### config.mk
export PLATFORM = sky130hd
export DESIGN_NAME = tile_row_fetcher
export DESIGN_NICKNAME = d
export VERILOG_FILES = /design/src/rtl/tile_row_fetcher.sv
export SDC_FILE = /design/constraint.sdc
export NUM_CORES = 1
export LEC_CHECK = 0
export CAP_MARGIN = 10
export CORE_MARGIN = 2
export CORE_UTILIZATION = 51
export DETAILED_ROUTE_END_ITERATION = 10
export PLACE_DENSITY = 0.81
export REMOVE_ABC_BUFFERS = 1
export SETUP_SLACK_MARGIN = 0.1
export SYNTH_ARGS = -nofsm -noshare
export SYNTH_HDL_FRONTEND = slang
export SYNTH_SLANG_ARGS = --single-unit
### constraint.sdc
create_clock -name clk_in -period 2.3 [get_ports clk_in]
set_input_delay 0.46 -clock clk_in [delete_from_list [all_inputs] [get_ports clk_in]]
set_output_delay 0.46 -clock clk_in [all_outputs]
set_load 0.02 [all_outputs]
### src/rtl/tile_row_fetcher.sv
// rtl/tile_row_fetcher.sv - background/window tile row fetcher for the pixel pipeline
module tile_row_fetcher #(
  parameter int          PLANES    = 2,
  parameter int          MAP_W     = 32,
  parameter int          X_MAX     = 160,
  parameter int          Y_MAX     = 154,
  parameter logic [15:0] MAP0_BASE = 16'h9800,
  parameter logic [15:0] MAP1_BASE = 16'h9C00
) (
  input  logic                      clk_in,
  input  logic                      rst_n_in,
  input  logic                      tclk_in,
  input  logic                      fetch_ena_in,
  input  logic                      frame_start_in,
  input  logic [$clog2(X_MAX)-1:0]  x_in,
  input  logic [$clog2(Y_MAX)-1:0]  y_in,
  input  logic [7:0]                scx_in,
  input  logic [7:0]                scy_in,
  input  logic [7:0]                wx_in,
  input  logic                      wy_cond_in,
  input  logic                      win_ena_in,
  input  logic                      bg_map_in,
  input  logic                      win_map_in,
  input  logic                      addr_mode_in,
  output logic [15:0]               addr_out,
  output logic                      addr_valid_out,
  input  logic [7:0]                data_in,
  input  logic                      data_valid_in,
  input  logic                      fifo_empty_in,
  output logic                      pixels_valid_out,
  output logic [8*PLANES-1:0]       pixels_out,
  output logic                      window_active_out,
  output logic [7:0]                win_line_out
);

  localparam int MB = $clog2(MAP_W);
  localparam int PW = (PLANES > 1) ? $clog2(PLANES) : 1;
  localparam logic [PW-1:0] P_LAST = PW'(PLANES - 1);

  typedef enum logic [2:0] {IDLE, MAP_REQ, MAP_WAIT, PLANE_REQ, PLANE_WAIT, PUSH} state_t;

  state_t              state, next_state;
  logic [MB-1:0]       fetch_x, win_x, xcoord;
  logic [7:0]          tile_num, ycoord, win_line;
  logic [7:0]          planes [PLANES];
  logic [PW-1:0]       p;
  logic                window_active, fetch_ena_q, win_hit, trigger;
  logic [15:0]         map_base, map_addr, tile_ext, tile_base, plane_addr;
  logic [8*PLANES-1:0] packed_pix;

  assign window_active_out = window_active;
  assign win_line_out      = win_line;

  // Window start test, done in 9 bits so x+7 cannot wrap past wx.
  assign win_hit = win_ena_in && wy_cond_in && !window_active &&
                   ((9'(x_in) + 9'd7) >= {1'b0, wx_in});

  // Tile-map, tile-data addresses and the packed pixel row.
  always_comb begin
    ycoord     = window_active ? win_line : (scy_in + 8'(y_in));
    xcoord     = window_active ? win_x : (MB'(scx_in >> 3) + fetch_x);
    map_base   = (window_active ? win_map_in : bg_map_in) ? MAP1_BASE : MAP0_BASE;
    map_addr   = map_base + 16'(ycoord >> 3) * 16'(MAP_W) + 16'(xcoord);
    tile_ext   = addr_mode_in ? {8'h00, tile_num} : {{8{tile_num[7]}}, tile_num};
    tile_base  = (addr_mode_in ? 16'h8000 : 16'h9000) + tile_ext * 16'(8 * PLANES);
    plane_addr = tile_base + 16'(ycoord[2:0]) * 16'(PLANES) + 16'(p);
    packed_pix = '0;
    for (int i = 0; i < 8; i++)
      for (int k = 0; k < PLANES; k++)
        packed_pix[i*PLANES+k] = planes[k][7-i];
  end

  // State register.
  always_ff @(posedge clk_in or negedge rst_n_in) begin
    if (!rst_n_in) state <= IDLE;
    else            state <= next_state;
  end

  // Next state; a window start overrides whatever the fetch was doing.
  always_comb begin
    next_state = state;
    trigger    = 1'b0;
    if (!fetch_ena_in) begin
      next_state = IDLE;
    end else if (tclk_in) begin
      if (state != IDLE && win_hit) begin
        trigger    = 1'b1;
        next_state = MAP_REQ;
      end else begin
        case (state)
          IDLE:       next_state = MAP_REQ;
          MAP_REQ:    next_state = MAP_WAIT;
          MAP_WAIT:   if (data_valid_in) next_state = PLANE_REQ;
          PLANE_REQ:  next_state = PLANE_WAIT;
          PLANE_WAIT: if (data_valid_in) next_state = (p == P_LAST) ? PUSH : PLANE_REQ;
          PUSH:       if (fifo_empty_in) next_state = MAP_REQ;
          default:    next_state = IDLE;
        endcase
      end
    end
  end

  // Datapath: request bus, latches, counters and push strobe.
  always_ff @(posedge clk_in or negedge rst_n_in) begin
    if (!rst_n_in) begin
      addr_out         <= '0;
      addr_valid_out   <= 1'b0;
      pixels_valid_out <= 1'b0;
      pixels_out       <= '0;
      fetch_x          <= '0;
      win_x            <= '0;
      tile_num         <= '0;
      p                <= '0;
      window_active    <= 1'b0;
      fetch_ena_q      <= 1'b0;
      win_line         <= '0;
      for (int k = 0; k < PLANES; k++) planes[k] <= '0;
    end else begin
      pixels_valid_out <= 1'b0;
      fetch_ena_q      <= fetch_ena_in;
      if (frame_start_in)
        win_line <= '0;
      else if (fetch_ena_q && !fetch_ena_in && window_active)
        win_line <= win_line + 8'd1;

      if (!fetch_ena_in) begin
        addr_valid_out <= 1'b0;
      end else if (tclk_in) begin
        if (trigger) begin
          window_active  <= 1'b1;
          win_x          <= '0;
          addr_valid_out <= 1'b0;
        end else begin
          case (state)
            IDLE: begin
              fetch_x       <= '0;
              win_x         <= '0;
              window_active <= 1'b0;
            end
            MAP_REQ: begin
              addr_out       <= map_addr;
              addr_valid_out <= 1'b1;
            end
            MAP_WAIT: if (data_valid_in) begin
              tile_num       <= data_in;
              addr_valid_out <= 1'b0;
              p              <= '0;
            end
            PLANE_REQ: begin
              addr_out       <= plane_addr;
              addr_valid_out <= 1'b1;
            end
            PLANE_WAIT: if (data_valid_in) begin
              planes[p]      <= data_in;
              addr_valid_out <= 1'b0;
              if (p != P_LAST) p <= p + PW'(1);
            end
            PUSH: if (fifo_empty_in) begin
              pixels_valid_out <= 1'b1;
              pixels_out       <= packed_pix;
              if (window_active) win_x   <= win_x + MB'(1);
              else               fetch_x <= fetch_x + MB'(1);
            end
            default: ;
          endcase
        end
      end
    end
  end

endmodule

==> results.toml <==
[clock_tree]
cts.htree.levels = 3
clock-root-buffer = "clkbuf_8"
clk_latency_ns = 0.37
cts_sinks = 81
numCtsBuffers = 9
path_clk_slew_ns = 0.10
cts_tree = "yes"
ctsLongestPathBuffers = 2
hold_buffers = 0

[finish]
fin_cells = 706
multi_input_area_um2 = 2699
fill_cells = 501
layout_common_cells = "clkdlybuf4s50_1 (90), dfrtp_1 (81), buf_4 (49), nor2_1 (29), mux2_4 (29)"
final_net_count = 678
fin_area_um2 = 6892
seq_area_um2 = 2027
final_common_cell = "clkdlybuf4s50_1"
num_antenna_cells = 0
drive_above_1_share_pct = 31.10
area_growth_pct = 52.15

[run_status]
outcome = "finished with violations"
violations = "negative setup slack"

[synthesis]
syn-mean-instance-area_um2 = 10.51
synth_edf_count = 0
synth.distinct_cells = 56
synth_top_cell_area_share_pct = 44.75
synth_area_leaders = "dfrtp_1 (45%), mux2_2 (6.5%), ha_1 (6.4%)"
netlist_instances = 431
netlist_area_um2 = 4529
yosys_register_bits = 81
ys.flop_type = "dfrtp_1"
synth-async-reset-ratio_pct = 100.0
yosys_warnings = 0
ys_seq_area_share_pct = 44.75
synth_area_leader_cell = "dfrtp_1"

[critical_path]
critPathSlowestCell = "or4_4"
cp_slowest_stage_delay_ns = 0.45
crit_path_start_kind = "primary input"
cp_top_family = "simple AND/OR/NAND/NOR gates"
critPathKind = "in2reg"
cp_max_fo = 8
crit_chain = "buf_8, inv_4, ha_4, nand2b_4, nand4_1, xnor2_1, ha_1, and3_4, a221oi_4, o21a_4, a211oi_4, or4_4, buf_12, mux2_4"
arrival_ns = 3.06
reg2reg_slack_ns = 0.15
cp_num_buf_inv = 3
critPathRequiredTime_ns = 2.55
cp-end-kind = "flop"

[placed_design]
dpl_cell_area_um2 = 5909
io_buffers = 99
dp_cells = 659
gp_congestion = 0.8502
pre_cts_slack_ns = -1.542
dp_hpwl_um = 8231

[routing]
first_pass_iters = 5
ant_nets = 0
wl_per_cell_um = 20.38
vias_per_cell = 5.924
initialDrtViolationCount = 371
remaining_drc_errors = 0
totalWireLength_um = 14390
dr_total_vias = 4182

[timing]
fin_skew_ns = 0.02095
post-route-period-util_pct = 122.1
finalSetupViolCount = 72
setup_slack_ns = -0.5082
maxSlewHeadroom_pct = 60.10
rsz0062_at_grt = "yes"
hold_viol = 0
layout_min_cycle_time_ns = 2.808
slew_violations = 0
holdWs_ns = 0.08783
fmax_mhz = 356.1
tightest_slew_ns = 0.5985
setup-tns-final_ns = -28.78

[floorplanning]
die-area_um2 = 9651
start_util_pct = 52.19
rows = 34
core_um2 = 8678
die_w_um = 98.24
io_pins = 103
die_h_um = 98.24

[power_and_ir_drop]
combPwrFrac_pct = 30.5
vdd_drop_max_v = 0.0003652
internal_power_mw = 2.604
pwr-share-clk_pct = 26.4
pwr-share-seq_pct = 43.1
p_switching_mw = 1.275
leakage_nw = 3.212
swShare_pct = 32.87
powerDensity_nw_per_um2 = 562.9

[global_route]
first_global_vias = 4295
grt_pass1_wl_um = 21380
antenna_found_initial = 0
grt_max_degree = 44
grt_remaining_overflow = 0
grt_use_total_pct = 27.89

[worst_hold_path]
hold_path_class = "in2async"

[flow_run]
cap_violations = 0
[stage by stage]
stage	power, mW	utilization, %
finish	3.879	79.41
global route	4.030	79.41
CTS	3.699	76.54
detailed placement	2.599	68.09
global placement	2.569	68.09
floorplan	2.099	-
[flip-flops by register name (all words and copies together), names as in the netlist]
signal / cells
packed_pix: 16
fetch_x: 5
addr_valid_out: 1
pixels_out: 16
pixels_valid_out: 1
win_line_out: 8
tile_num: 8
p: 1
state: 3
window_active_out: 1
win_x: 5
fetch_ena_q: 1
addr_out: 15
[Yosys cell counts, types with 2 or more instances]
master,n
a211oi_1,7
a21boi_0,2
a21o_1,8
a21oi_1,19
a31oi_1,2
and2_1,6
and3_1,7
buf_2,2
buf_4,2
clkbuf_1,14
dfrtp_1,81
fa_1,2
ha_1,23
inv_1,21
mux2_1,8
mux2_2,26
mux2_4,8
mux2i_1,5
nand2_1,30
nand2b_1,8
nand3_1,11
nand3b_1,2
nand4_1,4
nand4b_1,2
nor2_1,31
nor2b_1,9
nor3_1,6
nor3b_1,2
o21a_1,2
o21ai_0,23
o22ai_1,3
o31ai_1,5
or3_1,3
or4_1,3
xnor2_1,14
xor2_1,10
[what timing repair did]
item	in CTS	in global routing
setup buffers	21	7
gates resized for setup	108	35
cloned	3	2
endpoints found under the setup margin	72	73
pin swaps	29	22
[final cells by class]
type	instances	share of cell area, %
Multi-Input combinational cell	309	39.16
Sequential cell	81	29.41
Timing Repair Buffer	171	25.53
Clock buffer	10	1.997
Tap cell	108	1.961
Inverter	21	1.216
Clock inverter	6	0.7262
[routing by layer]
metal | GRT usage (%) | up-vias | part of all wire, %
met3 | 5.798 | 62 | 6.9
met1 | 35.02 | 2038 | 40
li1 | - | 1851 | -
met5 | 0 | - | 0
met2 | 47.21 | 231 | 49
met4 | 11.49 | 0 | 4.8
[power by group through the flow]
stage / Combinational [mW] / Clock, mW / Sequential, mW
finish: 1.18 / 1.03 / 1.67
global route: 1.25 / 1.09 / 1.68
CTS: 1.05 / 0.996 / 1.65
detailed placement: 0.923 / 0 / 1.68
global placement: 0.898 / 0 / 1.67
floorplan: 0.322 / 0 / 1.78
[worst paths after layout]
check	start	end	depth (start not counted)
max reg2reg	state[2]$_DFFE_PN0P_	pixels_out[1]$_DFFE_PN0P_	7
max	x_in[0]	packed_pix[9]$_DFFE_PN0P_	14
max in group asynchronous	rst_n_in	addr_out[12]$_DFFE_PN0P_	2
min in group clk_in	addr_out[15]$_DFFE_PN0P_	addr_out[15]$_DFFE_PN0P_	1
min reg2reg	addr_out[15]$_DFFE_PN0P_	addr_out[15]$_DFFE_PN0P_	1
min	rst_n_in	fetch_ena_q$_DFF_PN0_	1
[cell families after synthesis]
family                     count (synthesis)  synth area share (%)
AOI/OAI and AO/OA                         84                 12.27
xor gates and xnor gates                  24                 4.641
adders and majority gates                 25                 7.238
buffers and inverters                     41                 3.784
DFF                                       81                 44.75
muxes                                     48                 12.71
and+or+nand+nor                          128                 14.61
Note: power is estimated with default switching activity, not from simulation.
